--- src/rtl/i2c_target_regbus_if.sv ---
// Register-bus bundle between the I2C target (master side) and the register file (slave side).
interface i2c_target_regbus_if;
  logic [7:0] reg_addr;
  logic [7:0] reg_wdata;
  logic       reg_wr;
  logic [7:0] reg_rdata;
  logic       reg_rd;

  modport master (output reg_addr, reg_wdata, reg_wr, reg_rd, input reg_rdata);
  modport slave  (input reg_addr, reg_wdata, reg_wr, reg_rd, output reg_rdata);
endinterface

--- src/rtl/i2c_target_regbus.sv ---
// I2C target engine bridging SCL/SDA transfers onto an 8-bit register bus.
// Define I2C_AUTO_INC_EN to auto-increment the pointer after each write strobe and each ACKed read byte.
module i2c_target_regbus #(
  parameter logic [6:0] DEV_ADDR    = 7'h42,
  parameter int         SYNC_STAGES = 2
) (
  input  logic                clk,
  input  logic                rst,
  input  logic                scl_i,
  input  logic                sda_i,
  output logic                sda_oe,
  output logic                busy,
  i2c_target_regbus_if.master regbus
);
  localparam int NS = (SYNC_STAGES < 2) ? 2 : SYNC_STAGES;

  typedef enum logic [3:0] {
    ST_IDLE, ST_DEV_ADDR, ST_DEV_ACK, ST_REG_PTR, ST_PTR_ACK,
    ST_WR_DATA, ST_WR_ACK, ST_RD_DATA, ST_RD_ACK, ST_WAIT_STOP
  } state_t;

  logic [NS-1:0] scl_sync, sda_sync;
  logic          scl_d, sda_d;
  logic          scl_s, sda_s;
  logic          scl_rise, scl_fall, start_det, stop_det;

  // Synchronisers reset to the idle-bus level so reset release never looks like an edge.
  always_ff @(posedge clk or posedge rst) begin
    if (rst) begin
      scl_sync <= '1;
      sda_sync <= '1;
      scl_d    <= 1'b1;
      sda_d    <= 1'b1;
    end else begin
      scl_sync <= {scl_sync[NS-2:0], scl_i};
      sda_sync <= {sda_sync[NS-2:0], sda_i};
      scl_d    <= scl_sync[NS-1];
      sda_d    <= sda_sync[NS-1];
    end
  end

  assign scl_s     = scl_sync[NS-1];
  assign sda_s     = sda_sync[NS-1];
  assign scl_rise  = scl_s & ~scl_d;
  assign scl_fall  = ~scl_s & scl_d;
  assign start_det = scl_s & scl_d & sda_d & ~sda_s;
  assign stop_det  = scl_s & scl_d & ~sda_d & sda_s;

  state_t     state;
  logic [7:0] shreg;
  logic [3:0] bit_cnt;
  logic       rw;
  logic       ack_phase;
  logic [7:0] byte_in;

  assign byte_in = {shreg[6:0], sda_s};

  always_ff @(posedge clk or posedge rst) begin
    if (rst) begin
      state            <= ST_IDLE;
      shreg            <= '0;
      bit_cnt          <= '0;
      rw               <= 1'b0;
      ack_phase        <= 1'b0;
      sda_oe           <= 1'b0;
      busy             <= 1'b0;
      regbus.reg_addr  <= '0;
      regbus.reg_wdata <= '0;
      regbus.reg_wr    <= 1'b0;
      regbus.reg_rd    <= 1'b0;
    end else begin
      regbus.reg_wr <= 1'b0;
      regbus.reg_rd <= 1'b0;
`ifdef I2C_AUTO_INC_EN
      if (regbus.reg_wr) regbus.reg_addr <= regbus.reg_addr + 8'd1;
`endif
      if (stop_det) begin
        state     <= ST_IDLE;
        sda_oe    <= 1'b0;
        busy      <= 1'b0;
        bit_cnt   <= '0;
        ack_phase <= 1'b0;
      end else if (start_det) begin
        state     <= ST_DEV_ADDR;
        sda_oe    <= 1'b0;
        bit_cnt   <= '0;
        ack_phase <= 1'b0;
      end else begin
        case (state)
          ST_DEV_ADDR: if (scl_rise) begin
            shreg   <= byte_in;
            bit_cnt <= bit_cnt + 4'd1;
            if (bit_cnt == 4'd7) begin
              rw <= byte_in[0];
              if (byte_in[7:1] == DEV_ADDR) begin
                busy  <= 1'b1;
                state <= ST_DEV_ACK;
              end else begin
                busy  <= 1'b0;
                state <= ST_WAIT_STOP;
              end
            end
          end
          // First fall after the 8th bit starts the ACK, the fall after the 9th ends it.
          ST_DEV_ACK, ST_PTR_ACK, ST_WR_ACK: if (scl_fall) begin
            if (!ack_phase) begin
              sda_oe    <= 1'b1;
              ack_phase <= 1'b1;
            end else begin
              ack_phase <= 1'b0;
              bit_cnt   <= '0;
              if (state == ST_DEV_ACK && rw) begin
                shreg         <= regbus.reg_rdata;
                regbus.reg_rd <= 1'b1;
                sda_oe        <= ~regbus.reg_rdata[7];
                state         <= ST_RD_DATA;
              end else begin
                sda_oe <= 1'b0;
                state  <= (state == ST_DEV_ACK) ? ST_REG_PTR : ST_WR_DATA;
              end
            end
          end
          ST_REG_PTR, ST_WR_DATA: if (scl_rise) begin
            shreg   <= byte_in;
            bit_cnt <= bit_cnt + 4'd1;
            if (bit_cnt == 4'd7) begin
              if (state == ST_REG_PTR) begin
                regbus.reg_addr <= byte_in;
                state           <= ST_PTR_ACK;
              end else begin
                regbus.reg_wdata <= byte_in;
                regbus.reg_wr    <= 1'b1;
                state            <= ST_WR_ACK;
              end
            end
          end
          // Rotate rather than shift so the outgoing byte stays intact in the register.
          ST_RD_DATA: begin
            if (scl_rise) begin
              bit_cnt <= bit_cnt + 4'd1;
            end else if (scl_fall) begin
              if (bit_cnt == 4'd8) begin
                sda_oe    <= 1'b0;
                ack_phase <= 1'b0;
                state     <= ST_RD_ACK;
              end else begin
                sda_oe <= ~shreg[6];
                shreg  <= {shreg[6:0], shreg[7]};
              end
            end
          end
          ST_RD_ACK: begin
            if (scl_rise) begin
              if (sda_s) begin
                busy  <= 1'b0;
                state <= ST_WAIT_STOP;
              end else begin
                ack_phase <= 1'b1;
`ifdef I2C_AUTO_INC_EN
                regbus.reg_addr <= regbus.reg_addr + 8'd1;
`endif
              end
            end else if (scl_fall && ack_phase) begin
              ack_phase     <= 1'b0;
              bit_cnt       <= '0;
              shreg         <= regbus.reg_rdata;
              regbus.reg_rd <= 1'b1;
              sda_oe        <= ~regbus.reg_rdata[7];
              state         <= ST_RD_DATA;
            end
          end
          default: ;
        endcase
      end
    end
  end
endmodule

--- src/flat_wrapper.sv ---
// flat-port wrapper written by rule: the top's interface ports become plain ports
module i2c_target_regbus_flat 
#(
  parameter logic [6:0] DEV_ADDR    = 7'h42,
  parameter int         SYNC_STAGES = 2
)
  (clk, rst, scl_i, sda_i, sda_oe, busy, regbus_reg_addr, regbus_reg_wdata, regbus_reg_wr, regbus_reg_rd, regbus_reg_rdata);
  i2c_target_regbus_if regbus_i ();
  input  logic clk;
  input  logic rst;
  input  logic scl_i;
  input  logic sda_i;
  output logic sda_oe;
  output logic busy;
  output wire logic [$bits(regbus_i.reg_addr)-1:0] regbus_reg_addr;
  output wire logic [$bits(regbus_i.reg_wdata)-1:0] regbus_reg_wdata;
  output wire logic [$bits(regbus_i.reg_wr)-1:0] regbus_reg_wr;
  output wire logic [$bits(regbus_i.reg_rd)-1:0] regbus_reg_rd;
  input wire logic [$bits(regbus_i.reg_rdata)-1:0] regbus_reg_rdata;
  assign regbus_reg_addr = regbus_i.reg_addr;
  assign regbus_reg_wdata = regbus_i.reg_wdata;
  assign regbus_reg_wr = regbus_i.reg_wr;
  assign regbus_reg_rd = regbus_i.reg_rd;
  assign regbus_i.reg_rdata = regbus_reg_rdata;
  i2c_target_regbus #(.DEV_ADDR(DEV_ADDR), .SYNC_STAGES(SYNC_STAGES)) u_core (.clk(clk), .rst(rst), .scl_i(scl_i), .sda_i(sda_i), .sda_oe(sda_oe), .busy(busy), .regbus(regbus_i));
endmodule
--- config.mk ---
export PLATFORM = sky130hd
export DESIGN_NAME = i2c_target_regbus_flat
export DESIGN_NICKNAME = d
export VERILOG_FILES = /design/src/rtl/i2c_target_regbus_if.sv /design/src/rtl/i2c_target_regbus.sv /design/src/flat_wrapper.sv
export SDC_FILE = /design/constraint.sdc
export NUM_CORES = 1
export LEC_CHECK = 0
export ABC_AREA = 1
export CAP_MARGIN = 30
export CELL_PAD_IN_SITES_DETAIL_PLACEMENT = 0
export CELL_PAD_IN_SITES_GLOBAL_PLACEMENT = 1
export CORE_ASPECT_RATIO = 0.5
export CORE_MARGIN = 5
export CORE_UTILIZATION = 41
export CTS_BUF_LIST = sky130_fd_sc_hd__clkbuf_2
export DETAILED_ROUTE_END_ITERATION = 6
export GPL_ROUTABILITY_DRIVEN = 0
export GPL_TIMING_DRIVEN = 0
export HOLD_SLACK_MARGIN = 0.06
export PLACE_DENSITY_LB_ADDON = 0.1
export SYNTH_ARGS = -nofsm -noshare
export SYNTH_HDL_FRONTEND = slang
export SYNTH_SLANG_ARGS = --single-unit
--- constraint.sdc ---
create_clock -name clk -period 1.95 [get_ports clk]
set_input_delay 0.39 -clock clk [delete_from_list [all_inputs] [get_ports clk]]
set_output_delay 0.39 -clock clk [all_outputs]
set_load 0.005 [all_outputs]
==> flow_summary.json, run 1 <==
{
  "grtUsageMet1": 0.254,
  "io_buffers": 31,
  "cts_inserted_buffers": 5,
  "place_area_mm2": 0.00292,
  "fin_crit_ns": 1.82,
  "ys_async_sr_fraction": 1.00,
  "grtUsageMet2": 0.277,
  "grt_max_degree": 44,
  "ant_nets": 0,
  "worstMarginPinSlew_ns": 0.381,
  "avgSynthCellArea_um2": 7.27,
  "hold_class": "in2reg",
  "cts_tree": "yes",
  "wirelength_um": 6510,
  "max_freq_mhz": 548,
  "critPathArrivalTime_ns": 2.21,
  "antenna_found_initial": 0,
  "synth_top_area_cell": "dfrtp_1",
  "syn-num-nets": 357,
  "syn_to_final_growth_pct": 20.5,
  "leakage_nw": 1.58,
  "fin_area_mm2": 0.00300,
  "diodes": 0,
  "outcome": "complete, no violations",
  "cts_root_buf": "clkbuf_2",
  "synth_cell_types": 27,
  "coreArea_mm2": 0.00598,
  "p_int_mw": 1.82,
  "switchingPower_mw": 1.85,
  "syn_area_mm2": 0.00249,
  "crit_type": "reg2reg",
  "max_slew_margin": 0.745,
  "io-pin-count": 32,
  "layout.nets": 398,
  "clock_power_share": 0.110,
  "peakVddDrop_v": 0.000530,
  "synthTopCellsByArea": "dfrtp_1, nand2_1, dfstp_2",
  "grt_pass1_vias": 2274,
  "die_height_um": 65.1,
  "track_usage": 0.180,
  "power.density_mw_per_mm2": 1220,
  "die_x_um": 120,
  "dpl.hpwl_um": 4860,
  "setup_viol": 0,
  "placementRows": 20,
  "setup-tns-final_ns": 0,
  "routedWlPerCell_um": 14.1,
  "clkLatencyLatePin_ns": 0.45,
  "design_power_total_mw": 3.66,
  "num_vias": 2262,
  "cts.clk_slew.worst_paths_ns": 0.26,
  "power_frac_comb": 0.544,
  "whs_ns": 0.332,
  "drv_cap": 0,
  "drt-pass1-iter-count": 4,
  "drc": 0,
  "die-area_mm2": 0.00783,
  "cp_max_fo": 10,
  "yosysMostFrequentCell": "nand2_1",
  "ys_warn_count": 0,
  "synth_cells": 343,
  "timing.final.max_slew_violations": 0,
  "skew_ns": 0.0312,
  "initial_utilization": 0.417,
  "drtIter0Drc": 163,
  "synth_flop_cell": "dfrtp_1",
  "hold_viol": 0,
  "use_met3": 0.0507,
  "cp-end-kind": "flop",
  "clkSinkCount": 44,
  "yosysTopAreaCellShare": 0.382,
  "synth_edf_count": 0,
  "fin_crit_sh": 0.935,
  "required_ns": 2.34,
  "drive_gt1_frac": 0.148,
  "grt_pass1_wl_um": 11000,
  "vias_per_cell": 4.91,
  "yosys_register_bits": 44,
  "synthTopCellsByCount": "nand2_1, dfrtp_1, inv_1",
  "top_usage_layer": "met2",
  "cp-start-kind": "flop",
  "h-tree-depth": 2,
  "p_seq_frac": 0.346,
  "ys_seq_area_frac": 0.445,
  "swShare": 0.504,
  "overflow": 0,
  "clockBufferDepth": 2
}
==> worst paths after layout <==
check | start | end | slack (ns) | cells after the start
worst max register to register | u_core.scl_d$_DFF_PP1_ | u_core.state[1]$_DFFE_PP0P_ | 0.13 | 9
max in group asynchronous | rst | u_core.sda_d$_DFF_PP1_ | 0.84 | 4
min in group asynchronous | rst | u_core.regbus.reg_wr$_DFF_PP0_ | 0.63 | 3
worst max-delay path | u_core.scl_d$_DFF_PP1_ | u_core.state[1]$_DFFE_PP0P_ | 0.13 | 9
worst min register to register | u_core.scl_sync[0]$_DFF_PP1_ | u_core.scl_sync[1]$_DFF_PP1_ | 0.37 | 0
worst min-delay path | scl_i | u_core.scl_sync[0]$_DFF_PP1_ | 0.33 | 1
==> critical path, stage by stage, from the launching register on <==
cell and delay (ns):
dfstp_2 0.65, nand3_1 0.09, nand2_1 0.06, nand2_1 0.15, buf_2 0.23, nand2_1 0.11, nand3_1 0.09, nor2_2 0.19
nand3_1 0.11, nand2_1 0.08
==> cell families after synthesis <==
logic type	synth area share
buffers and inverters	0.0733
multiplexers	0.00402
AO/OA/AOI/OAI	0.0848
adder cells (fa/ha/maj)	0.0100
flip-flops	0.445
XOR/XNOR	0.00703
AND/OR/NAND/NOR	0.376
==> flip-flops by register name (all words and copies together), names as in the netlist <==
signal and flops:
u_core.ack_phase 1, u_core.bit_cnt 4, u_core.busy 1, u_core.regbus.reg_addr 8
u_core.regbus.reg_rd 1, u_core.regbus.reg_wdata 8, u_core.regbus.reg_wr 1, u_core.rw 1
u_core.scl_d 1, u_core.scl_sync 2, u_core.sda_d 1, u_core.sda_oe 1
u_core.sda_sync 2, u_core.shreg 8, u_core.state 4
==> per-layer routing <==
metal / vias up / share of wire
met3: 8 / 0.057
met1: 1038 / 0.51
met4: 0 / 0.012
li1: 1166 / -
met2: 50 / 0.42
met5: - / 0
==> power groups by stage <==
stage | registers (mW) | logic, mW | clock network [mW]
detailed placement | 1.28 | 1.95 | 0
CTS | 1.26 | 1.96 | 0.420
global placement | 1.27 | 1.92 | 0
floorplan | 1.23 | 1.51 | 0
global route | 1.30 | 2.26 | 0.471
finish | 1.27 | 2.00 | 0.403
==> layout by cell type (no fill, tap or decap), drive strengths merged <==
master and instances:
ha 2, o22ai 1, buf 6, a21oi 3, xor2 2, dfstp 6, clkinv 1, mux2i 1
o211ai 1, dfrtp 38, inv 42, o21ai 35, nand3 35, clkdlybuf4s50 31, nor2 43, nor3 4
clkinvlp 1, nand2 124, nand4 1, dlygate4sd3 1, clkbuf 5, a211oi 1
==> timing repair <==
action / CTS / global route
endpoints found under the setup margin: 0 / 29
buffers inserted: 0 / 1
hold buffers: 0 / 1
hold endpoints to repair: 0 / 1
gates resized for setup: 0 / 10
==> final cells by class <==
cell class                 instances  area (µm²)
buffer                             4        26.3
fill                             594        2980
tap                               77        96.3
clock inverter                     2        12.5
timing repair buffer              34         348
inverter                          42         158
clock buffer                       5        25.0
sequential                        44        1110
multi-input combinational        253        1230
==> stage by stage <==
step                       util  cells  worst slack [ns]
after floorplan               -    343             0.410
after global placement    0.485    451            -0.369
after detailed placement  0.488    452            0.0619
after CTS                 0.494    459            0.0321
after global routing      0.502    461          -0.00221
final                     0.502    461             0.127
No activity file was read; power rests on OpenSTA's default activity.
==> inputs of run 2 (changes only) <==
GPL_ROUTABILITY_DRIVEN = 1   (was 0)
==> flow_summary.json, run 2 (synthesis results as in run 1) <==
{
  "outcome": "complete, no violations",
  "coreArea_mm2": 0.00598,
  "h-tree-depth": 2,
  "worstMarginPinSlew_ns": 0.336,
  "io-pin-count": 32,
  "diodes": 0,
  "max_freq_mhz": 536,
  "drc": 0,
  "cp_max_fo": 10,
  "die-area_mm2": 0.00783,
  "min_path_cells": 1,
  "cts_root_buf": "clkbuf_2",
  "drt-pass1-iter-count": 5,
  "cp-start-kind": "flop",
  "track_usage": 0.173,
  "die_height_um": 65.1,
  "routedWlPerCell_um": 13.8,
  "die_x_um": 120,
  "max_slew_margin": 0.774,
  "fillers": 603,
  "cp-endpoint": "u_core.state[1]$_DFFE_PP0P_",
  "grt_pass1_vias": 2185,
  "io_buffers": 31,
  "setup_viol": 0,
  "wirelength_um": 6400,
  "cts.clk_slew.worst_paths_ns": 0.21,
  "clockBufferDepth": 2,
  "whs_ns": 0.341,
  "layout_common_cells": "nand2_1, dfrtp_1, inv_1",
  "grt_max_degree": 44,
  "clkSinkCount": 44,
  "final_core_util": 0.501,
  "power.density_mw_per_mm2": 1210,
  "timing.final.max_slew_violations": 0,
  "reg.largest.list": "u_core.regbus.reg_addr (8), u_core.regbus.reg_wdata (8), u_core.shreg (8)",
  "r2r_slack_ns": 0.08,
  "dpl.hpwl_um": 4860,
  "drive_gt1_frac": 0.148,
  "multi_input_area_mm2": 0.00121,
  "num_vias": 2303,
  "crit_start": "u_core.sda_sync[1]$_DFF_PP1_",
  "fin_crit_ns": 1.87,
  "skew_ns": 0.0318,
  "drv_cap": 0,
  "placementRows": 20,
  "setup_ws_ns": 0.0832,
  "globalplace.congestion": 0.932,
  "initial_utilization": 0.417,
  "reg2regPathDepth": 9,
  "hold_viol": 0,
  "cp-end-kind": "flop",
  "layout.nets": 400,
  "dp_slack_ns": 0.0718,
  "clkLatencyLatePin_ns": 0.44,
  "drtIter0Drc": 72,
  "critPathArrivalTime_ns": 2.25,
  "regArea_mm2": 0.00111,
  "crit_type": "reg2reg",
  "rsz0062_at_grt": "yes",
  "vias_per_cell": 4.97,
  "grt_pass1_wl_um": 10600,
  "required_ns": 2.33,
  "final_common_cell": "nand2_1",
  "peakVddDrop_v": 0.000527,
  "leakage_nw": 1.59,
  "dp.cells": 452,
  "hold_class": "in2reg",
  "r2r-start": "u_core.sda_sync[1]$_DFF_PP1_",
  "antenna_found_initial": 0,
  "cts_inserted_buffers": 5,
  "rr_endpoint": "u_core.state[1]$_DFFE_PP0P_",
  "cts_tree": "yes",
  "instances_no_fill": 463,
  "overflow": 0,
  "ant_nets": 0,
  "fin_crit_sh": 0.957,
  "syn_to_final_growth_pct": 20.3
}
## run 2: how the worst min path moves through the flow
| stage | from | to | slack [ns] |
|---|---|---|---|
| 2_1_floorplan | u_core.scl_sync[0]$_DFF_PP1_ | u_core.scl_sync[1]$_DFF_PP1_ | 0.35 |
| 3_3_place_gp | u_core.sda_sync[0]$_DFF_PP1_ | u_core.sda_sync[1]$_DFF_PP1_ | 0.35 |
| 3_5_place_dp | u_core.scl_sync[0]$_DFF_PP1_ | u_core.scl_sync[1]$_DFF_PP1_ | 0.35 |
| 4_1_cts | scl_i | u_core.scl_sync[0]$_DFF_PP1_ | 0.31 |
| 5_1_grt | scl_i | u_core.scl_sync[0]$_DFF_PP1_ | 0.28 |
| 6_report | scl_i | u_core.scl_sync[0]$_DFF_PP1_ | 0.34 |
## run 2: cell type report
cell class,count,share of cell area
multi-input combinational,253,0.403
sequential,44,0.370
timing repair buffer,36,0.121
inverter,42,0.0526
tap,77,0.0321
buffer,4,0.00876
clock buffer,5,0.00835
clock inverter,2,0.00417
## run 2: repair_timing
| action | CTS | global route |
|---|---|---|
| hold buffers | 1 | 0 |
| hold endpoints to repair | 1 | 0 |
| gates resized for setup | 0 | 4 |
| setup endpoints to repair | 0 | 27 |
| setup buffers | 0 | 3 |
## run 2: worst max-delay path, cell delays in order (launching register included)
cell and delay [ns]:
dfstp_2 0.65, inv_2 0.09, nand2_1 0.07, nand2_1 0.15
buf_2 0.23, nand2_1 0.11, nand3_1 0.08, nor2_1 0.24
nand3_1 0.12, nand2_1 0.07
## run 2: metrics by stage
| stage | instance area [µm²] | power [mW] | TNS (ns) |
|---|---|---|---|
| floorplan | 2490 | 2.74 | 0 |
| global placement | 2900 | 3.19 | -13.92 |
| detailed placement | 2920 | 3.22 | 0 |
| CTS | 2970 | 3.62 | 0 |
| global route | 3000 | 3.98 | -0.712 |
| finish | 3000 | 3.62 | 0 |
## run 2: where the power goes
part	leakage [nW]	switching (mW)	internal (mW)
combinational	0.989	1.33	0.647
sequential	0.573	0.168	1.09
clock	0.0248	0.315	0.0788
total	1.59	1.81	1.81
## run 2: routing by layer
metal  global-route usage  vias to the layer above  share of wire
met5                    0                        -              0
met3               0.0430                        8          0.050
met1                0.251                     1076           0.52
li1                     -                     1173              -
met2                0.266                       46           0.42
met4               0.0339                        0         0.0075
==> inputs of run 3 (changes only) <==
CAP_MARGIN = default   (was 30)
==> results of run 3 <==
No change in the layout: final DEF, timing and power equal those of run 2.
